==> src/rtl/trap_sequencer.sv <==
`timescale 1ns/1ps
// trap_sequencer: owns the CSR unit's single access port. It arbitrates the
// port between pipeline CSR instructions and trap entry/mret sequencing.
// Trap entry writes mepc, mcause and mstatus, then redirects fetch to mtvec.
// mret restores mstatus, then redirects fetch to mepc.
// Ports: clk_i/rst_ni (async active-low); pc_i, ecall_i, ebreak_i, mret_i,
//   mstatus_mie_i, mie_i, mip_i event inputs; req_ack_o, busy_o,
//   redirect_valid_o, redirect_pc_o to fetch/pipeline; pipe_csr_* is the
//   pipeline-side CSR port; csr_* and csr_rdata_i connect to the CSR unit.
module trap_sequencer #(
    parameter logic [11:0] CSR_MEPC    = 12'h341,
    parameter logic [11:0] CSR_MCAUSE  = 12'h342,
    parameter logic [11:0] CSR_MSTATUS = 12'h300,
    parameter logic [11:0] CSR_MTVEC   = 12'h305
) (
    input  logic        clk_i,
    input  logic        rst_ni,
    input  logic [31:0] pc_i,
    input  logic        ecall_i,
    input  logic        ebreak_i,
    input  logic        mret_i,
    input  logic        mstatus_mie_i,
    input  logic [2:0]  mie_i,
    input  logic [2:0]  mip_i,
    output logic        req_ack_o,
    output logic        busy_o,
    output logic        redirect_valid_o,
    output logic [31:0] redirect_pc_o,
    input  logic [11:0] pipe_csr_addr_i,
    input  logic [31:0] pipe_csr_data_i,
    input  logic [1:0]  pipe_csr_op_i,
    input  logic        pipe_csr_we_i,
    output logic        pipe_csr_gnt_o,
    output logic [31:0] pipe_csr_rdata_o,
    output logic [11:0] csr_addr_o,
    output logic [31:0] csr_data_o,
    output logic [1:0]  csr_op_o,
    output logic        csr_we_o,
    input  logic [31:0] csr_rdata_i
);

    typedef enum logic [2:0] {
        IDLE,
        W_EPC,
        W_CAUSE,
        W_STATUS,
        JUMP,
        R_STATUS,
        R_JUMP
    } state_t;

    state_t      state_q;
    state_t      state_d;
    logic [31:0] pc_q;
    logic [31:0] cause_q;
    logic [31:0] cause_d;
    logic [31:0] rpc_q;
    logic        take;
    logic        is_mret;
    logic [2:0]  irq;
    logic [31:0] base;

    // bit 2 = external, bit 1 = timer, bit 0 = software
    assign irq  = mstatus_mie_i ? (mie_i & mip_i) : 3'b000;
    assign base = {csr_rdata_i[31:2], 2'b00};

    always_comb begin
        take    = 1'b0;
        is_mret = 1'b0;
        cause_d = cause_q;
        if (state_q == IDLE) begin
            if (ecall_i) begin
                take    = 1'b1;
                cause_d = 32'd11;
            end else if (ebreak_i) begin
                take    = 1'b1;
                cause_d = 32'd3;
            end else if (irq[2]) begin
                take    = 1'b1;
                cause_d = 32'h8000000B;
            end else if (irq[0]) begin
                take    = 1'b1;
                cause_d = 32'h80000003;
            end else if (irq[1]) begin
                take    = 1'b1;
                cause_d = 32'h80000007;
            end else if (mret_i) begin
                take    = 1'b1;
                is_mret = 1'b1;
            end
        end
    end

    always_comb begin
        state_d          = state_q;
        req_ack_o        = take & rst_ni;
        busy_o           = (state_q != IDLE);
        pipe_csr_gnt_o   = (state_q == IDLE) & ~take & rst_ni;
        redirect_valid_o = 1'b0;
        redirect_pc_o    = rpc_q;
        csr_addr_o       = 12'h000;
        csr_data_o       = 32'h0;
        csr_op_o         = 2'b00;
        csr_we_o         = 1'b0;
        pipe_csr_rdata_o = 32'h0;
        unique case (state_q)
            IDLE: begin
                if (take) begin
                    state_d = is_mret ? R_STATUS : W_EPC;
                end else if (pipe_csr_gnt_o) begin
                    csr_addr_o       = pipe_csr_addr_i;
                    csr_data_o       = pipe_csr_data_i;
                    csr_op_o         = pipe_csr_op_i;
                    csr_we_o         = pipe_csr_we_i;
                    pipe_csr_rdata_o = csr_rdata_i;
                end
            end
            W_EPC: begin
                state_d    = W_CAUSE;
                csr_addr_o = CSR_MEPC;
                csr_data_o = {pc_q[31:2], 2'b00};
                csr_we_o   = 1'b1;
            end
            W_CAUSE: begin
                state_d    = W_STATUS;
                csr_addr_o = CSR_MCAUSE;
                csr_data_o = cause_q;
                csr_we_o   = 1'b1;
            end
            W_STATUS: begin
                // MPIE <= MIE, MIE <= 0, using the same-cycle read
                state_d       = JUMP;
                csr_addr_o    = CSR_MSTATUS;
                csr_data_o    = csr_rdata_i;
                csr_data_o[7] = csr_rdata_i[3];
                csr_data_o[3] = 1'b0;
                csr_we_o      = 1'b1;
            end
            JUMP: begin
                state_d          = IDLE;
                csr_addr_o       = CSR_MTVEC;
                redirect_valid_o = 1'b1;
                if (csr_rdata_i[1:0] == 2'b01 && cause_q[31]) begin
                    redirect_pc_o = base + {25'd0, cause_q[4:0], 2'b00};
                end else begin
                    redirect_pc_o = base;
                end
            end
            R_STATUS: begin
                // MIE <= MPIE, MPIE <= 1
                state_d       = R_JUMP;
                csr_addr_o    = CSR_MSTATUS;
                csr_data_o    = csr_rdata_i;
                csr_data_o[3] = csr_rdata_i[7];
                csr_data_o[7] = 1'b1;
                csr_we_o      = 1'b1;
            end
            R_JUMP: begin
                state_d          = IDLE;
                csr_addr_o       = CSR_MEPC;
                redirect_valid_o = 1'b1;
                redirect_pc_o    = base;
            end
            default: state_d = IDLE;
        endcase
    end

    always_ff @(posedge clk_i or negedge rst_ni) begin
        if (!rst_ni) begin
            state_q <= IDLE;
            pc_q    <= 32'h0;
            cause_q <= 32'h0;
            rpc_q   <= 32'h0;
        end else begin
            state_q <= state_d;
            if (take) begin
                pc_q    <= pc_i;
                cause_q <= cause_d;
            end
            if (redirect_valid_o) begin
                rpc_q <= redirect_pc_o;
            end
        end
    end

endmodule

==> config.mk <==
export PLATFORM = sky130hd
export DESIGN_NAME = trap_sequencer
export DESIGN_NICKNAME = d
export VERILOG_FILES = /design/src/rtl/trap_sequencer.sv
export SDC_FILE = /design/constraint.sdc
export NUM_CORES = 1
export LEC_CHECK = 0
export ABC_AREA = 1
export CORE_MARGIN = 3
export CORE_UTILIZATION = 25
export DETAILED_ROUTE_END_ITERATION = 10
export GPL_ROUTABILITY_DRIVEN = 0
export REMOVE_ABC_BUFFERS = 1
export SLEW_MARGIN = 20
export SYNTH_ARGS = -nofsm -noshare
export SYNTH_HDL_FRONTEND = slang
export SYNTH_SLANG_ARGS = --single-unit
==> constraint.sdc <==
create_clock -name clk_i -period 5.3 [get_ports clk_i]
set_clock_uncertainty 0.05 [all_clocks]
set_input_delay 1.06 -clock clk_i [delete_from_list [all_inputs] [get_ports clk_i]]
set_output_delay 1.06 -clock clk_i [all_outputs]
set_load 0.03 [all_outputs]
# After elaboration in Yosys (flattened, before gate mapping)
# Index checks and enable logic that the tools add are counted.
[totals] regBits=99 out_inout_bits=115 word_cells=67
[classes] addsub=1 eq_ne=8 muxes=40 n_bitwise=5 reduce_logical=9
[op_table] operator="$mux W32" count=11
[op_table] operator="$pmux W32 S5" count=1
[op_table] operator="$pmux W32 S2" count=1
[op_table] operator="$pmux W12 S5" count=1
[op_table] operator="$add A32 B7 Y32" count=1
[op_table] operator="$mux W12" count=2
[op_table] operator="$mux W1" count=16
[op_table] operator="$pmux W3 S5" count=1
[op_table] operator="$eq A3 B3 Y1 const B" count=3
[op_table] operator="$mux W3" count=3
[op_table] operator="$eq A3 B2 Y1 const B" count=2
[op_table] operator="$mux W2" count=3
[op_table] operator="$reduce_or A2 Y1" count=3
[op_table] operator="$reduce_bool A5 Y1" count=1
[op_table] operator="$reduce_or A4 Y1" count=1
[op_table] operator="$and A1 B1 Y1" count=3
[op_table] operator="$and A3 B3 Y3" count=1
[op_table] operator="$eq A3 B1 Y1 const B" count=1
[op_table] operator="$logic_not A3 Y1" count=1
[op_table] operator="$reduce_and A3 Y1" count=1
[op_table] operator="$reduce_bool A3 Y1" count=1
[op_table] operator="$eq A2 B1 Y1 const B" count=1
[op_table] operator="$ne A2 B2 Y1 const B" count=1
[op_table] operator="$pmux W1 S2" count=1
[op_table] operator="other kinds (2)" count=2

# Logic depth before layout (Yosys ltp)
# Gate-level depths: netlist of the first run.
[logic_depth] ltp_word=14 mapped_depth=13 ltp_nobuf=13

# Worst setup path before layout of the first run
# Ideal clock, no wire load.
[synth_path] path_type="input -> output" start="input csr_rdata_i[2]" end="output redirect_pc_o[26]" t_arrival_ns=2.659 required_time_ns=4.190 slack_ns=1.531 path_stages=12 path_buffers=0 cell_sequence="ha_1 > inv_1 > fa_1 > inv_1 > nand3_1 > nand2_1 > nand2_1 > nor2_2 > nand3_1 > nand2_1 > nand3_1 > nand2_1"
[synth_via] elab_chain_len=3
[synth_rtl] item="start, declared" line_no="39" source="input logic [31:0] csr_rdata_i"
[synth_rtl] item="$add A32 B7 Y32" line_no="144" source="redirect_pc_o = base + {25'd0, cause_q[4:0], 2'b00};"
[synth_rtl] item="$mux W32" line_no="143" source="if (csr_rdata_i[1:0] == 2'b01 && cause_q[31]) begin"
[synth_rtl] item="$pmux W32 S2" line_no="106" source="unique case (state_q)"
[synth_rtl] item="end, declared" line_no="28" source="output logic [31:0] redirect_pc_o,"
# No other way between the ends.

# Worst setup path after layout of the first run
[layout_path] start="input csr_rdata_i[2]" end="output redirect_pc_o[28]"
# The elaborated chain is that of the path after synthesis.

==> impl_metrics.toml, run 1 <==
[power]
power_leakage_nw = 3.92
ir_worst_vdd_mv = 0.227
pwr_density_cell_nw_per_um2 = 523

[sta]
fin_setup_tns_ps = 0
slew_headroom_pct = 29.8
fin_crit_ps = 5100
post-route-period-util_pct = 96.1
drv_slew = 0
max_freq_mhz = 196
finalSetupViolations = 0
max_slew.worst_pin.slew_ps = 1050
rsz0062_at_grt = "no"
hold_viol = 0

[final_layout]
drive_above_1_share_pct = 8.53
multi_input_area_um2 = 2750
syn_to_final_growth_pct = 64.3
layout_common_cells = "nand2_1 (319), clkdlybuf4s50_1 (208), inv_1 (87)"
layoutNonFillerInstCount = 1292
nFillCells = 2064
final-seq-area_um2 = 1730
layout_commonest_cell = "nand2_1"
layout.nets = 1155
antennaDiodeCount = 0

[drt]
antenna_left = 0
wire_per_inst_um = 16.1
drc = 0
drt_wl_total_um = 20800
vias_per_cell = 4.60
dr.first_iter.drc_count = 401
firstDrtPassIters = 5
vias = 5938

[yosys]
ys_types = 32
yosys_warnings = 0
synthesis.area_um2 = 4970
yosys_register_bits = 69
synth_enable_flop_cells = 0
yosysSeqAreaShare_pct = 34.7
synth_flop_cell = "dfrtp_1"
synthArstFlopShare_pct = 100
postSynthAreaPerCell_um2 = 6.26
syn_inst = 795

[placement]
dp.cells = 1276
numPortBuffers = 235
hpwlAfterDp_um = 16000

[global_routing]
grt_usage_pct = 18.9
grt-ovfl-total = 0
grt_max_degree = 67
antenna_found_initial = 1
grt_pass1_wl_um = 32300
grt_pass1_vias = 5860

[critical_path]
crit_chain = "clkdlybuf4s50_1 -> ha_1 -> inv_1 -> fa_1 -> inv_1 -> nand3_1 -> nand2_1 -> nand2_1 -> nor2_2 -> nand3_1 -> nand2_1 -> nand2_1 -> nand3_1 -> clkdlybuf4s50_1"
worstPathRequired_ps = 4190
cp_top_family = "buffers and inverters"
setup.worst_path.start_class = "input pin"
cp_slowest_cell = "clkdlybuf4s50_1"
critPathMaxFanout = 5
critPathMaxStageDelay_ps = 690
cp_data_arrival_time_ps = 3990
critPathKind = "in -> out"
path_buf_inv = 4
endpoint_kind = "output pin"
worst_path_most_repeated_cell = "nand2_1"

[floorplan]
die_w_um = 147
core_region_area_um2 = 19100
std_cell_rows = 50
die_y_um = 147
start_util_pct = 26.0
num_io_pins = 238
die-area_um2 = 21600

[clock_network]
cts_tree = "yes"
numCtsBuffers = 9
clk_path_buf_depth = 2
ctsHtreeMaxLevel = 3
postCtsHoldBufs = 0
clock-root-buffer = "clkbuf_16"
cts_sinks = 69
cts_setup_buffers = 0
path_clk_slew_ps = 50
clk-insertion-delay-late_ps = 350

[flow_run]
max_cap_violations = 0

[min_path]
hold_path_class = "reg -> reg"

[outcome]
status = "complete, no violations"
## per-stage QoR
step	setup WS (ps)	total power [mW]	area [um^2]	hold slack, ps	utilization (%)
floorplan	643	2.46	4810	399	-
global placement	197	3.60	7840	412	40.9
detailed placement	150	3.62	7840	416	40.9
CTS	147	4.32	8160	432	42.6
global route	30.6	4.57	8170	446	42.7
finish	205	4.27	8170	428	42.7
## worst paths after layout
kind,from,endpoint,slack (ps),cells after the start
min in group asynchronous,rst_ni,rpc_q[4],460,1
min reg2reg,pc_q[27],pc_q[27],430,2
max,csr_rdata_i[2],redirect_pc_o[28],200,14
max reg2reg,state_q[2],pc_q[11],2890,8
max in group asynchronous,rst_ni,rpc_q[24],3660,2
min,pc_q[27],pc_q[27],430,2
## flip-flops by register name, indices dropped and copies added, names as in the netlist
signal and flops:
pc_q 30, cause_q 4, rpc_q 32, state_q 3
## per-layer routing
metal  vias up  GRT usage (%)  routed length, um  share of wire, %
met3        20           3.67               1380               6.6
met2       200           31.2               9920                48
met4         2           4.94                289               1.4
li1       3010              -                  -                 -
met5         -              0                 13             0.063
met1      2706           25.4               9180                44
## worst register-to-register path: cells and delay by family, from the launching register on
kind                   cells  cell delay (ps)
flip-flops                 1              390
buffers and inverters      4             1340
AND/OR/NAND/NOR            4              570
## cells by family (layout without fill, tap and decap cells)
logic type / count (synthesis) / after routing / synth area share (%)
AND/OR/NAND/NOR: 519 / 519 / 43.5
flip-flops: 69 / 69 / 34.7
buffers and inverters: 127 / 364 / 10.3
adder cells (fa/ha/maj): 5 / 5 / 1.41
XOR/XNOR: 2 / 2 / 0.352
AO/OA/AOI/OAI: 73 / 73 / 9.73
## Yosys cell counts (2+ instances only)
cell type | instances | area share, %
a21oi_1 | 3 | 0.30
a22oi_1 | 28 | 4.2
buf_2 | 20 | 2.0
clkbuf_1 | 12 | 0.91
dfrtp_1 | 69 | 35
ha_1 | 4 | 1.0
inv_1 | 88 | 6.6
inv_2 | 4 | 0.30
nand2_1 | 319 | 24
nand3_1 | 86 | 8.7
nand4_1 | 16 | 2.0
nor2_1 | 73 | 5.5
nor2_2 | 15 | 1.9
nor3_1 | 4 | 0.40
nor4_1 | 2 | 0.25
o211ai_1 | 8 | 1.2
o21ai_0 | 21 | 2.1
o21ai_1 | 4 | 0.40
o21bai_1 | 2 | 0.30
o221ai_1 | 4 | 0.70
xor2_1 | 2 | 0.35
## timing repair
| item | in CTS | in global routing |
|---|---|---|
| resized for setup | 0 | 2 |
| endpoints found under the hold margin | 0 | 0 |
| setup endpoints to repair | 0 | 5 |
## where the power goes
| part | internal (mW) | switching, mW | leakage (nW) |
|---|---|---|---|
| clock | 0.424 | 0.249 | 0.158 |
| combinational | 1.03 | 1.68 | 2.92 |
| sequential | 0.778 | 0.109 | 0.849 |
## area by class of cell
type	instances	area share (%)
Clock buffer	10	2.92
Tap cell	260	3.98
Inverter	92	4.23
Timing Repair Buffer	256	33.0
Clock inverter	6	1.06
Multi-Input combinational cell	599	33.7
Sequential cell	69	21.1
Power figures use the tool's default switching activity.
==> run 2: changes to the inputs <==
- CORE_MARGIN: 3 -> 2
- SLEW_MARGIN: 20 -> 10
==> impl_metrics.toml, run 2 (synthesis gave the netlist of run 1 again) <==
[power]
seqPwrFrac_pct = 21.3
p_int_mw = 2.13
power_leakage_nw = 3.91
pwr_density_cell_nw_per_um2 = 514
ir_worst_vdd_mv = 0.220
power.switching_mw = 2.00
p_clk_share_pct = 13.4
power_mw = 4.14
combPwrFrac_pct = 65.3
swShare_pct = 48.5

[critical_path]
path_buf_inv = 4
reg2reg_slack_ps = 2890
cp_slowest_cell = "clkdlybuf4s50_1"
setup.worst_path.start_class = "input pin"
worstReg2RegEnd = "pc_q[26]"
endpoint_kind = "output pin"
timing.rr.start = "state_q[2]"
crit_chain = "clkdlybuf4s50_1 -> ha_1 -> inv_1 -> fa_1 -> inv_1 -> nand3_1 -> nand2_1 -> nand2_1 -> nor2_4 -> nand3_1 -> nand2_1 -> nand3_1 -> nand2_1 -> clkdlybuf4s50_1"
crit_start = "csr_rdata_i[2]"
cp_top_family = "buffers and inverters"
cp_data_arrival_time_ps = 3970
worst_path_most_repeated_cell = "nand2_1"
crit_end = "redirect_pc_o[26]"
critPathMaxFanout = 9
crit_cells = 14
ff2ff_path_depth = 8
worstPathRequired_ps = 4190
critPathKind = "in -> out"
critPathMaxStageDelay_ps = 680

[sta]
max_slew.worst_pin.slew_ps = 1050
max_freq_mhz = 197
hold_viol = 0
drv_slew = 0
timing.hold.ws_ps = 429
fin_crit_ps = 5080
post-route-period-util_pct = 95.8
fin_setup_tns_ps = 0
slew_headroom_pct = 30.2
rsz0062_at_grt = "no"
finalSetupViolations = 0

[clock_network]
cts_setup_buffers = 0
path_clk_slew_ps = 50
cts_tree = "yes"
clk_path_buf_depth = 2
clk-insertion-delay-late_ps = 340
cts_sinks = 69
clock-root-buffer = "clkbuf_16"
numCtsBuffers = 9
ctsHtreeMaxLevel = 3

[drt]
vias_per_cell = 4.59
drc = 0
firstDrtPassIters = 5
vias = 5937
antenna_left = 0
drt_wl_total_um = 20200
wire_per_inst_um = 15.7
dr.first_iter.drc_count = 521

[flow_run]
max_cap_violations = 0

[floorplan]
die-area_um2 = 21000
start_util_pct = 25.5
core_region_area_um2 = 19500
die_y_um = 145
std_cell_rows = 51
die_w_um = 145
num_io_pins = 238

[final_layout]
nFillCells = 2069
largestRegisters = "rpc_q x32, pc_q x30, cause_q x4"
top_register = "rpc_q"
final_core_util_pct = 41.2
layout.nets = 1152
layout_commonest_cell = "nand2_1"
syn_to_final_growth_pct = 61.8
layout_common_cells = "nand2_1 (319), clkdlybuf4s50_1 (202), inv_1 (88)"
drive_above_1_share_pct = 8.27
antennaDiodeCount = 0
largest_reg_flops = 32

[placement]
numPortBuffers = 235
hpwlAfterDp_um = 15400

[global_routing]
antenna_found_initial = 0
grt_pass1_wl_um = 31500
grt_usage_pct = 19.0
grt_max_degree = 70
grt-ovfl-total = 0
grt_pass1_vias = 5732

[outcome]
status = "complete, no violations"

[min_path]
hold_path_class = "reg -> reg"
run 2: cell count changes in the layout (fill, tap and decap cells not counted):
cell,previous run,this run
buf_4,27,31
dlymetal6s2s_1,1,3
clkdlybuf4s50_1,208,202
buf_12,20,17
bufinv_16,2,0
clkinv_1,1,0
clkinv_4,1,0
clkbuf_1,0,3
clkinvlp_4,1,0
inv_1,87,88
run 2: how the worst min path moves through the flow:
stage / start / end / slack, ps / depth (start not counted)
after CTS: pc_q[18] / pc_q[18] / 430 / 2
final: pc_q[9] / pc_q[9] / 430 / 2
after detailed placement: pc_q[22] / pc_q[22] / 420 / 2
after floorplan: pc_q[3] / pc_q[3] / 400 / 2
after global placement: pc_q[6] / pc_q[6] / 410 / 2
after global routing: pc_q[29] / pc_q[29] / 440 / 2
run 2: power by group through the flow:
stage	registers, mW	clock network (mW)	logic [mW]
final	0.882	0.555	2.70
after global routing	0.908	0.595	2.92
after CTS	0.880	0.573	2.73
after detailed placement	0.887	0	2.72
after global placement	0.880	0	2.71
after floorplan	0.861	0	1.60
run 2: repair_timing:
action                                  4_1_cts  5_1_grt
endpoints found under the setup margin        0        7
endpoints found under the hold margin         0        0
hold buffers                                  0        0
gates resized for setup                       0        4
run 2: final cells by class:
type                    instances  area (um^2)  area share, %
multi-input cells             599         2750           34.2
repair buffers                253         2630           32.7
flip-flops and latches         69         1730           21.5
inverters                      92          345           4.29
well taps                     265          332           4.12
clock buffers                  13          250           3.11
clock inverters                 2         10.0          0.124
run 2: through the flow:
| stage | setup WS (ps) | std cells | cell area (um^2) |
|---|---|---|---|
| 2_1_floorplan | 643 | 760 | 4810 |
| 3_3_place_gp | 188 | 1278 | 7770 |
| 3_5_place_dp | 136 | 1278 | 7770 |
| 4_1_cts | 127 | 1293 | 8040 |
| 5_1_grt | 4.92 | 1293 | 8050 |
| 6_report | 220 | 1293 | 8050 |
run 2: worst register-to-register path, delay by kind of cell (launching register included):
kind,cells,cell delay [ps]
buf+inv,4,1340
simple gates,4,570
flops,1,390
run 2: metal layers:
layer  global-route usage, %  share of wire [%]  routed length (um)  vias to the layer above
li1                        -                  -                   -                     2996
met1                    24.9                 45                9080                     2719
met2                    31.2                 47                9550                      191
met3                    3.40                5.3                1070                       31
met4                    7.30                2.7                 548                        0
met5                       0                  0                   0                        -
==> run 3: changes to the inputs <==
- CAP_MARGIN: unset -> 20
- clock period: 5.3 -> 5.2 ns (I/O delays scaled with it)
==> impl_metrics.toml, run 3 (synthesis gave the netlist of run 1 again) <==
[outcome]
status = "complete, no violations"

[drt]
dr.first_iter.drc_count = 409
drt_wl_total_um = 20400
firstDrtPassIters = 5
antenna_left = 0
wire_per_inst_um = 15.7
vias = 5946
drc = 0
vias_per_cell = 4.59

[final_layout]
antennaDiodeCount = 0
layout_common_cells = "nand2_1 (319), clkdlybuf4s50_1 (193), inv_1 (88)"
layout.nets = 1154
largestRegisters = "rpc_q x32, pc_q x30, cause_q x4"
layout_commonest_cell = "nand2_1"
top_register = "rpc_q"
syn_to_final_growth_pct = 62.6
drive_above_1_share_pct = 9.21
stdcell_area_um2 = 8090
nFillCells = 2069
largest_reg_flops = 32

[critical_path]
critPathMaxStageDelay_ps = 710
worstPathRequired_ps = 4110
cp_data_arrival_time_ps = 3930
worst_path_most_repeated_cell = "nor2_1"
critPathKind = "in -> out"
crit_start = "csr_rdata_i[2]"
cp_slowest_cell = "clkdlybuf4s50_1"
crit_chain = "clkdlybuf4s50_1 -> ha_1 -> inv_1 -> fa_1 -> nor2_1 -> nor2_1 -> nor2_1 -> nand2_1 -> o21ai_0 -> nand3_1 -> nand3_1 -> clkdlybuf4s50_1"
endpoint_kind = "output pin"
critPathMaxFanout = 4
setup.worst_path.start_class = "input pin"
timing.rr.start = "state_q[2]"

[power]
ir_worst_vdd_mv = 0.208
power_leakage_nw = 3.98
pwr_density_cell_nw_per_um2 = 526

[floorplan]
die_w_um = 145
num_io_pins = 238
core_region_area_um2 = 19500
std_cell_rows = 51
start_util_pct = 25.5
die_y_um = 145
die-area_um2 = 21000

[sta]
fin_crit_ps = 5020
max_freq_mhz = 199
fin_ws_ps = 178
rsz0062_at_grt = "yes"
drv_slew = 0
max_slew.worst_pin.slew_ps = 1040
fin_setup_tns_ps = 0
slew_headroom_pct = 30.4
post-route-period-util_pct = 96.6
finalSetupViolations = 0
hold_viol = 0

[clock_network]
cts_setup_buffers = 0
path_clk_slew_ps = 60
clk-insertion-delay-late_ps = 340
post_cts_resized = 0
postCtsHoldBufs = 0
clk_path_buf_depth = 2
cts_sinks = 69
clock-root-buffer = "clkbuf_16"
numCtsBuffers = 9
cts_tree = "yes"
ctsHtreeMaxLevel = 3

[placement]
numPortBuffers = 235
hpwlAfterDp_um = 15300
place_area_um2 = 7770
pre_cts_slack_ps = 91.8

[global_routing]
grt_max_degree = 67
grt_pass1_vias = 5631
antenna_found_initial = 0
grt_pass1_wl_um = 31500
grt-ovfl-total = 0
grt_usage_pct = 19.1

[min_path]
min-delay-start = "pc_q[16]"
hold_path_class = "reg -> reg"

[flow_run]
max_cap_violations = 0
run 3: worst max-delay path: cells and delay by family:
family	cells	cell delay [ps]
buffers and inverters	3	1320
AO/OA/AOI/OAI	1	190
adder cells (fa/ha/maj)	2	610
AND/OR/NAND/NOR	6	770
run 3: worst paths after layout:
check                                     to  slack, ps  cells after the start
max                        redirect_pc_o[20]        180                     12
min                                 pc_q[16]        430                      2
max reg2reg                          pc_q[3]       2770                      8
min reg2reg                         pc_q[16]        430                      2
max in group asynchronous          rpc_q[16]       3570                      2
min in group asynchronous           rpc_q[0]        450                      1
run 3: stage by stage:
step	hold WS [ps]	total power, mW	util (%)	std cells
3_3_place_gp	412	3.66	39.8	1279
5_1_grt	431	4.54	41.4	1296
6_report	429	4.26	41.4	1296
4_1_cts	432	4.28	41.2	1295
3_5_place_dp	416	3.68	39.8	1279
2_1_floorplan	399	2.51	-	760
run 3: layer usage:
layer | GRT usage (%) | routed length, um | vias up
li1 | - | - | 3002
met1 | 25.2 | 9190 | 2737
met2 | 30.6 | 9490 | 174
met3 | 3.81 | 1100 | 33
met4 | 8.14 | 604 | 0
met5 | 0 | 0 | -
run 3: final cells by class:
cell class                 count  area, um^2  share of cell area, %
clock inverter                 4        23.8                  0.294
sequential                    69        1730                   21.3
inverter                      92         345                   4.27
multi-input combinational    599        2760                   34.1
clock buffer                  12         246                   3.05
timing repair buffer         255        2660                   32.9
tap                          265         332                   4.10
run 3: power by group:
part	internal, mW	switching [mW]	total (mW)
Clock	0.334	0.242	0.576
Combinational	1.07	1.72	2.78
Sequential	0.793	0.108	0.901
Total	2.19	2.07	4.26
